**src/rtl/enc8to3_stream.sv**
```systemverilog
// enc8to3_stream: sequential 8-to-3 encoder.
// Accepts an 8-bit request vector on an input valid/ready handshake and then
// emits one 3-bit index per set bit, lowest index first, one per output
// handshake. The final code of each vector is flagged with 'last'. An all-zero
// vector yields a single beat with 'empty' set. 'el' is an active-low enable
// that freezes all state and masks both handshakes while high.
module enc8to3_stream (
    input  logic       clk,
    input  logic       rst,
    input  logic       el,
    input  logic [7:0] D,
    input  logic       in_valid,
    output logic       in_ready,
    output logic [2:0] Y,
    output logic       out_valid,
    input  logic       out_ready,
    output logic       last,
    output logic       empty
);

    localparam logic [0:0] ST_IDLE = 1'b0;
    localparam logic [0:0] ST_EMIT = 1'b1;

    logic [0:0] state_q, state_d;
    logic [7:0] pend_q, pend_d;
    logic       zero_flag_q, zero_flag_d;

    logic [2:0] low_idx;
    logic       at_most_one;
    logic       in_fire;
    logic       out_fire;

    // Priority search for the lowest set bit of the pending vector.
    always_comb begin
        low_idx = 3'd0;
        for (int i = 7; i >= 0; i--) begin
            if (pend_q[i]) begin
                low_idx = 3'(i);
            end
        end
    end

    // Clearing the lowest set bit leaves zero exactly when at most one bit is set.
    assign at_most_one = ((pend_q & (pend_q - 8'd1)) == 8'd0);

    // Handshake qualifiers and output codes, all derived from registered state.
    assign in_ready  = (state_q == ST_IDLE) & ~el;
    assign out_valid = (state_q == ST_EMIT) & ~el;
    assign Y         = zero_flag_q ? 3'd0 : low_idx;
    assign last      = (state_q == ST_EMIT) & (at_most_one | zero_flag_q);
    assign empty     = zero_flag_q;

    assign in_fire  = in_valid & in_ready;
    assign out_fire = out_valid & out_ready;

    // Next-state logic: load on input handshake, retire one code per output handshake.
    always_comb begin
        state_d     = state_q;
        pend_d      = pend_q;
        zero_flag_d = zero_flag_q;
        case (state_q)
            ST_IDLE: begin
                if (in_fire) begin
                    pend_d      = D;
                    zero_flag_d = (D == 8'd0);
                    state_d     = ST_EMIT;
                end
            end
            default: begin
                if (out_fire) begin
                    if (last) begin
                        pend_d      = 8'd0;
                        zero_flag_d = 1'b0;
                        state_d     = ST_IDLE;
                    end else begin
                        pend_d[low_idx] = 1'b0;
                    end
                end
            end
        endcase
    end

    // State registers; reset discards any vector still being emitted.
    always_ff @(posedge clk) begin
        if (rst) begin
            state_q     <= ST_IDLE;
            pend_q      <= 8'd0;
            zero_flag_q <= 1'b0;
        end else begin
            state_q     <= state_d;
            pend_q      <= pend_d;
            zero_flag_q <= zero_flag_d;
        end
    end

endmodule

```
**config.mk**
```make
export PLATFORM = sky130hd
export DESIGN_NAME = enc8to3_stream
export DESIGN_NICKNAME = d
export VERILOG_FILES = /design/src/rtl/enc8to3_stream.sv
export SDC_FILE = /design/constraint.sdc
export NUM_CORES = 1
export LEC_CHECK = 0
export CELL_PAD_IN_SITES_DETAIL_PLACEMENT = 0
export CELL_PAD_IN_SITES_GLOBAL_PLACEMENT = 1
export CORE_ASPECT_RATIO = 0.9
export CORE_MARGIN = 2
export CORE_UTILIZATION = 29
export CTS_CLUSTER_SIZE = 14
export DETAILED_ROUTE_END_ITERATION = 8
export GPL_TIMING_DRIVEN = 0
export PLACE_DENSITY = 0.74
export SLEW_MARGIN = 25
export SYNTH_ARGS = -nofsm -noshare
export SYNTH_HDL_FRONTEND = slang
export SYNTH_SLANG_ARGS = --single-unit
```
**constraint.sdc**
```tcl
create_clock -name clk -period 1.95 [get_ports clk]
set_clock_uncertainty 0.2 [all_clocks]
set_input_delay 0.39 -clock clk [delete_from_list [all_inputs] [get_ports clk]]
set_output_delay 0.39 -clock clk [all_outputs]
set_load 0.02 [all_outputs]
```
==> summary.md <==
| Metric | Value |
|---|---|
| Result of the run | `finished with violations` |
| Violated checks | `setup timing` |
| Share of the synthesized area in the top cell type | `0.302` |
| Syn nets | `97` |
| Dpl cell area | `877 µm²` |
| CTS buffer count | `3` |
| Largest net degree at the start of global routing | `11` |
| Setup violations, final | `7` |
| Placer Congestion | `0.764` |
| Post-synth EDFFs | `0` |
| WP data required | `1.36 ns` |
| Final worst slack | `-0.545 ns` |
| FMAX | `401 MHz` |
| Slew Viols, Final | `0` |
| First DRT Iteration DRCs | `30` |
| Clock sinks | `10` |
| Final core occ | `0.503` |
| Yosys reg bits | `10` |
| Worst Path Max Fanout | `3` |
| Fin. Hold Viols | `0` |
| Mapped Avg Cell Area | `7.88 µm²` |
| Share of cells above drive strength 1 | `0.395` |
| Leakage | `0.404 nW` |
| Max-cap violation count | `0` |
| Ys async rst share | `0` |
| Kind of critical path | `reg2out` |
| CTS tree | `done` |
| Htree depth | `1` |
| Main synth FF type | `dfxtp_1` |
| Cell Area, Synth | `662 µm²` |
| Vias | `783` |
| Final ANT Viol Nets | `0` |
| RSZ-0062 raised after global routing | `yes` |
| Chip Height | `49.3 µm` |
| Final nets | `133` |
| Yosys cell types | `33` |
| Worst path arrival time | `1.91 ns` |
| Startpoint Class | `flip-flop` |
| Synthesis-to-layout area growth | `64.3%` |
| Die area | `2680 µm²` |
| GRT Residual Overflow | `0` |
| Final hold slack | `0.333 ns` |
| Core region area | `2160 µm²` |
| Wirelength per Cell | `15.3 µm` |
| Pwr dens | `610 nW/µm²` |
| Clk pin slew, worst setup/hold paths | `0.07 ns` |
| Most frequent cell after synthesis | `a21oi_1` |
| Vias in the first global route | `762` |
| Post-CTS Hold Fix Bufs | `0` |
| Rows | `16` |
| Filler Cell Count | `211` |
| Cells after synthesis | `84` |
| First-pass GRT wire length | `3630 µm` |
| Aggregate global-route resource usage | `0.181` |
| TNS Setup | `-3.43 ns` |
| Root buffer cell | `clkbuf_4` |
| ANT cells | `0` |
| DRT Pass-1 Iters | `4` |
| Fin crit period | `2.50 ns` |
| Top post-synthesis cells by area | `dfxtp_1 (30%), a21oi_1 (9.8%), nor4b_1 (6.6%)` |
| Design Area, Final | `1090 µm²` |
| I/O pin cnt | `20` |
| Post-route DRC | `0` |
| VDD IR max | `249 µV` |
| Reg2Reg Setup Slack | `-0.50 ns` |
| Crit share post-route | `1.28` |
| Vias per cell | `5.36` |
| CP Capture Type | `output port` |
| Initial antenna violation count | `0` |
| Hold WC Path Type | `reg2reg` |
| Max clock buf depth | `2` |
| HPWL after DPL | `1360 µm` |
| Synth warnings | `0` |
| Sequential area share after synthesis | `0.302` |
| Area leader, netlist | `dfxtp_1` |
| IO Port Bufs | `17` |
| Routed wire length | `2240 µm` |
| Synth cell count leaders | `a21oi_1 (13), dfxtp_1 (10), nor2_1 (6)` |
| Worst-Skew Late Latency | `0.27 ns` |
| Die width | `54.4 µm` |
| Slew headroom | `0.645` |
| Worst slew pin tran | `0.532 ns` |
| Initial Util | `0.306` |
## layer usage
layer,track usage,vias to the layer above,part of all wire
li1,-,389,-
met1,0.250,365,0.44
met2,0.287,27,0.51
met3,0.0276,2,0.045
met4,0.0500,0,0.0081
met5,0,-,0
## kinds of logic after synthesis
group	after synthesis	synth area share
buf+inv	8	0.0586
mux	1	0.0151
compound gates	34	0.327
simple gates	30	0.280
fa+ha+maj	1	0.0170
flops	10	0.302
## final timing paths
check              endpoint  depth (start not counted)      start
hold reg to reg   pend_q[1]                          2  pend_q[1]
hold / removal    pend_q[1]                          2  pend_q[1]
setup / recovery       last                          5  pend_q[3]
setup reg to reg  pend_q[6]                          9  pend_q[3]
## final cells by class
class | instances | area (µm²) | share of cell area
Multi-Input combinational cell | 66 | 475 | 0.437
Buffer | 5 | 23.8 | 0.0219
Clock buffer | 4 | 36.3 | 0.0334
Tap cell | 27 | 33.8 | 0.0311
Timing Repair Buffer | 32 | 293 | 0.269
Inverter | 2 | 7.51 | 0.00690
Sequential cell | 10 | 218 | 0.200
## worst max-delay path: stages, from the launching register on
cell and delay [ns]:
dfxtp_4 0.34, or4_4 0.55, maj3_2 0.37, o21bai_4 0.13, and2_4 0.15, buf_6 0.10
## flip-flops by register name, indices dropped and copies added, names as in the netlist
| register | cells |
|---|---|
| pend_q | 8 |
| empty | 1 |
| state_q | 1 |
## through the flow
stage	setup WS, ns	cells	total power, mW
floorplan	-0.181	84	0.336
global placement	-0.798	128	0.403
detailed placement	-0.792	128	0.405
CTS	-0.545	142	0.644
global route	-0.587	146	0.703
finish	-0.545	146	0.664
## placed cells by master, fill, tap and decap left out, types with 3 or more instances in the layout
cell / count
buf_6: 8
nand2_1: 3
dfxtp_1: 4
clkdlybuf4s50_1: 10
nor4b_1: 5
a21oi_1: 13
buf_4: 10
clkbuf_4: 4
nor2_1: 6
dfxtp_4: 4
## timing repair
action                                  CTS  global route
pin swaps                                 8            11
setup buffers                            11             6
resized for setup                        41            18
hold endpoints to repair                  0             0
endpoints found under the setup margin    8            15
## where the power goes
group | leakage (nW) | total, mW | switching, mW | internal [mW]
registers | 0.0854 | 0.227 | 0.0145 | 0.212
clock network | 0.0210 | 0.190 | 0.0768 | 0.113
logic | 0.298 | 0.247 | 0.112 | 0.135
total | 0.404 | 0.664 | 0.203 | 0.461
Note: power is estimated with default switching activity, not from simulation.
